## config.mk

```make
export PLATFORM = sky130hd
export DESIGN_NAME = stack_ext
export DESIGN_NICKNAME = d
export VERILOG_FILES = /design/src/rtl/stack_ext.sv
export SDC_FILE = /design/constraint.sdc
export NUM_CORES = 1
export LEC_CHECK = 0
export CAP_MARGIN = 10
export CORE_MARGIN = 2
export CORE_UTILIZATION = 63
export CTS_BUF_LIST = sky130_fd_sc_hd__clkbuf_16
export DETAILED_ROUTE_END_ITERATION = 8
export PLACE_DENSITY = 0.82
export SETUP_SLACK_MARGIN = 0.02
export SYNTH_ARGS = -nofsm -noshare
export SYNTH_HDL_FRONTEND = slang
export SYNTH_SLANG_ARGS = --single-unit
```

## constraint.sdc

```tcl
create_clock -name clk -period 5.2 [get_ports clk]
set_input_delay 1.04 -clock clk [delete_from_list [all_inputs] [get_ports clk]]
set_output_delay 1.04 -clock clk [all_outputs]
set_load 0.01 [all_outputs]
```

## src/rtl/stack_ext.sv

```systemverilog
// stack_ext: signed LIFO with occupancy, peek, replace-top, almost_full, sticky errors and pop strobe
module stack_ext #(
    parameter int N         = 8,
    parameter int DEPTH     = 16,
    parameter int AF_THRESH = 12,
    localparam int CW       = $clog2(DEPTH + 1),
    localparam int AW       = $clog2(DEPTH)
) (
    input  logic                clk,
    input  logic                rst_n,
    input  logic                clear_i,
    input  logic                push_i,
    input  logic                pop_i,
    input  logic signed [N-1:0] data_in_i,
    output logic signed [N-1:0] data_out_o,
    output logic                data_valid_o,
    output logic signed [N-1:0] top_o,
    output logic [CW-1:0]       count_o,
    output logic                full_o,
    output logic                empty_o,
    output logic                almost_full_o,
    output logic                overflow_o,
    output logic                underflow_o
);
    logic [N-1:0]  mem_q [DEPTH];
    logic [CW-1:0] count_q, count_d;
    logic [N-1:0]  data_out_q, data_out_d;
    logic          valid_q, valid_d, ovf_q, ovf_d, unf_q, unf_d;
    logic          do_rep, do_push, do_pop;
    logic [AW-1:0] rd_idx, wr_idx;

    // count never exceeds DEPTH, so count-1 and (count when not full) both fit AW bits
    always_comb begin
        empty_o       = count_q == '0;
        full_o        = count_q == CW'(DEPTH);
        almost_full_o = count_q >= CW'(AF_THRESH);
        rd_idx        = AW'(count_q - CW'(1));
        do_rep        = !clear_i && push_i && pop_i && !empty_o;
        do_push       = !clear_i && push_i && (pop_i ? empty_o : !full_o);
        do_pop        = !clear_i && pop_i && !push_i && !empty_o;
        wr_idx        = do_rep ? rd_idx : AW'(count_q);
        count_d       = clear_i ? '0 : do_push ? count_q + CW'(1) : do_pop ? count_q - CW'(1) : count_q;
        data_out_d    = (do_rep || do_pop) ? mem_q[rd_idx] : data_out_q;
        valid_d       = do_rep || do_pop;
        ovf_d         = !clear_i && (ovf_q || (push_i && !pop_i && full_o));
        unf_d         = !clear_i && (unf_q || (pop_i && empty_o));
        top_o         = empty_o ? '0 : mem_q[rd_idx];
    end

    always_ff @(posedge clk) begin
        if (do_rep || do_push) mem_q[wr_idx] <= data_in_i;
    end

    always_ff @(posedge clk or negedge rst_n) begin
        if (!rst_n) begin
            count_q    <= '0;
            data_out_q <= '0;
            valid_q    <= 1'b0;
            ovf_q      <= 1'b0;
            unf_q      <= 1'b0;
        end else begin
            count_q    <= count_d;
            data_out_q <= data_out_d;
            valid_q    <= valid_d;
            ovf_q      <= ovf_d;
            unf_q      <= unf_d;
        end
    end

    assign count_o      = count_q;
    assign data_out_o   = data_out_q;
    assign data_valid_o = valid_q;
    assign overflow_o   = ovf_q;
    assign underflow_o  = unf_q;
endmodule

```

==> impl_metrics.csv <==
group,metric,value,unit
synth,synth.distinct_cells,43,
floorplanning,die_w,101.4,microns
route,routed_via_density,6.259,
floorplanning,die_area,10280,sq um
synth,yosysTopAreaCellShare,64.34,%
placement,dp_hpwl,7334,microns
global_route,grt_pass1_wl,18550,microns
placement,numPortBuffers,39,
synth,netlist_instances,343,
synth,synth_top_family_by_area,"multiplexers",
floorplanning,rows,35,
route,ant_nets,0,
synth,synth-simple-area-share,6.073,%
sta,clock_skew,5.208,ps
route,wirelength,12100,microns
synth,synth-edff-count,128,
synth,yosys_warnings,0,
floorplanning,num_io_pins,40,
global_route,grt_max_degree,43,
route,wl_met2,6142,microns
layout,nFillCells,488,
route,wl_per_cell,22.92,microns
layout,drive_above_1_share,20.05,%
sta,slew_violations,0,
pwr,power_density,646.0,nW/um^2
synth,synthTopCellsByCount,"edfxtp_1, mux4_2, nor2_1",
route,wl_met3,995,microns
layout,nNetsFinal,402,
clocking,clock_path_buffers,2,
clocking,numCtsBuffers,17,
layout,multi_input_area,1623,sq um
layout,antenna_cells,0,
setup_path,endpoint_kind,"output pin",
route,first_pass_iters,5,
synth,yosys-top-cells-area,"edfxtp_1, mux4_2, dfrtp_1, nor2_1, mux2i_1",
synth,netlist_area,5974,sq um
layout,utilization,76.45,%
setup_path,critical_path_required,4160,ps
clocking,cts-root-buf,"clkbuf_16",
global_route,grt_usage,26.00,%
clocking,clkTransAtPathRegs,60,ps
route,vias,3305,
layout,postLayoutCellArea,7064,sq um
clocking,cts_setup_buffers,0,
synth,synth_xor_area_share,0.8377,%
clocking,clk_latency,410,ps
floorplanning,start_util,64.66,%
sta,finalSetupTns,0,ps
sta,min_period_over_period,89.91,%
layout,area_growth,18.24,%
synth,synth_nets,359,
setup_path,start_kind,"flip-flop",
route,drc,0,
run_status,status,"completed",
placement,place_congestion,0.8601,
route,wl_met1,4647,microns
setup_path,cp.arrival,3640,ps
route,top_layer_used,"met4",
global_route,grt_pass1_vias,3197,
clocking,postCtsHoldBufs,0,
synth,synth_ff_type,"edfxtp_1",
min_path,hold_path_class,"reg2reg",
placement,placed_area,6477,sq um
clocking,htree_levels,4,
layout,regArea,4245,sq um
sta,min_period,4676,ps
pwr,ir_worst_vdd,394.7,uV
global_route,antenna_found_initial,0,
synth,synth_compound_area_share,4.209,%
route,drt_iter0_markers,314,
synth,synthAdderAreaFrac,0.6283,%
floorplanning,die_h,101.4,microns
flow_run,drv_cap,0,
synth,synth-seq-cells,144,
floorplanning,core_area,9240,sq um
sta,hold_violations,0,
clocking,ctsResizeCount,0,
sta,setup_slack,524.5,ps
placement,dp_slack,993.6,ps
global_route,overflow,0,
synth,yosys.area.top_type,"edfxtp_1",
synth,async_reset_ff_share,11.11,%
synth,synth_most_common_cell,"edfxtp_1",
sta,rsz0062_at_grt,"no",
sta,tightest_slew,1135,ps
synth,ys_seq_area_share,71.04,%
sta,maxSlewHeadroom,24.13,%
sta,setup_viol,0,
clocking,tritoncts,"built",
synth,syn_avg_cell_area,17.42,sq um
synth,synth_mux_area_share,15.41,%
setup_path,crit_fanout,19,
clocking,cts_sinks,144,
pwr,power_leakage,2.392,nW
setup_path,path_class,"reg2out",
sta,fmax,213.9,MHz
## path summary, 6_finish.rpt
check	startpoint	to	slack, ps	depth (start not counted)
hold / removal	data_out_o[3]$_DFFE_PN0P_	data_out_o[3]$_DFFE_PN0P_	480	2
min in group asynchronous	rst_n	count_o[3]$_DFFE_PN0P_	1070	1
hold reg to reg	data_out_o[3]$_DFFE_PN0P_	data_out_o[3]$_DFFE_PN0P_	480	2
setup / recovery	count_o[1]$_DFFE_PN0P_	top_o[1]	520	8
setup reg to reg	count_o[1]$_DFFE_PN0P_	mem_q[13][0]$_DFFE_PP_	1620	6
max in group asynchronous	rst_n	count_o[0]$_DFFE_PN0P_	3620	1
## cell usage in the layout (no fill, tap or decap), drive strengths merged, types with 4 or more instances in the layout
cell type	Yosys	final
clkdlybuf4s50	0	39
mux2	8	8
nand2b	4	4
dfrtp	16	16
a31oi	6	6
nor2	31	31
nand2	25	25
clkinvlp	0	4
mux4	32	32
inv	6	12
clkbuf	10	17
nor3	5	5
mux2i	11	11
edfxtp	128	128
o21ai	18	18
## critical path: stages, from the launching register on
cell	delay, ps
dfrtp_1	470
inv_1	130
ha_1	890
buf_12	260
mux4_2	300
mux2_2	280
o21ai_1	280
nor2_1	80
clkdlybuf4s50_1	520
## registers in the layout (all words and copies together) (netlist names)
name and cells:
count_o 5, data_out_o 8, data_valid_o 1, mem_q 128, overflow_o 1, underflow_o 1
## power by group
group / total (W) / internal (W) / switching [W]
Sequential: 0.00145 / 0.00138 / 0.0000775
Clock: 0.00119 / 0.000713 / 0.000477
Combinational: 0.00192 / 0.000927 / 0.000994
## through the flow
step                total power [W]  instances  hold slack, ps
floorplan                  0.002686        343           522.9
global placement           0.003340        496           470.3
detailed placement         0.003378        496           478.6
CTS                        0.004585        528           491.8
global route               0.004795        528           495.5
finish                     0.004564        528           484.5
## routing by layer
layer	up-vias	global-route usage, %
met3	26	6.901
met4	0	11.23
met5	-	0
met1	1648	34.79
li1	1440	-
met2	191	41.16
## final cells by class
class | instances | share of cell area, %
Clock buffer | 17 | 6.022
Clock inverter | 15 | 2.285
Inverter | 6 | 0.3188
Multi-Input combinational cell | 175 | 22.97
Sequential cell | 144 | 60.10
Tap cell | 129 | 2.285
Timing Repair Buffer | 42 | 6.022
## kinds of logic (layout without fill, tap and decap cells)
| group | Yosys count | in the layout |
|---|---|---|
| DFF | 144 | 144 |
| xor gates and xnor gates | 4 | 4 |
| and+or+nand+nor | 77 | 77 |
| AOI/OAI and AO/OA | 40 | 40 |
| buffers and inverters | 24 | 80 |
| muxes | 51 | 51 |
| adders and majority gates | 3 | 3 |
No activity file was read; power rests on OpenSTA's default activity.
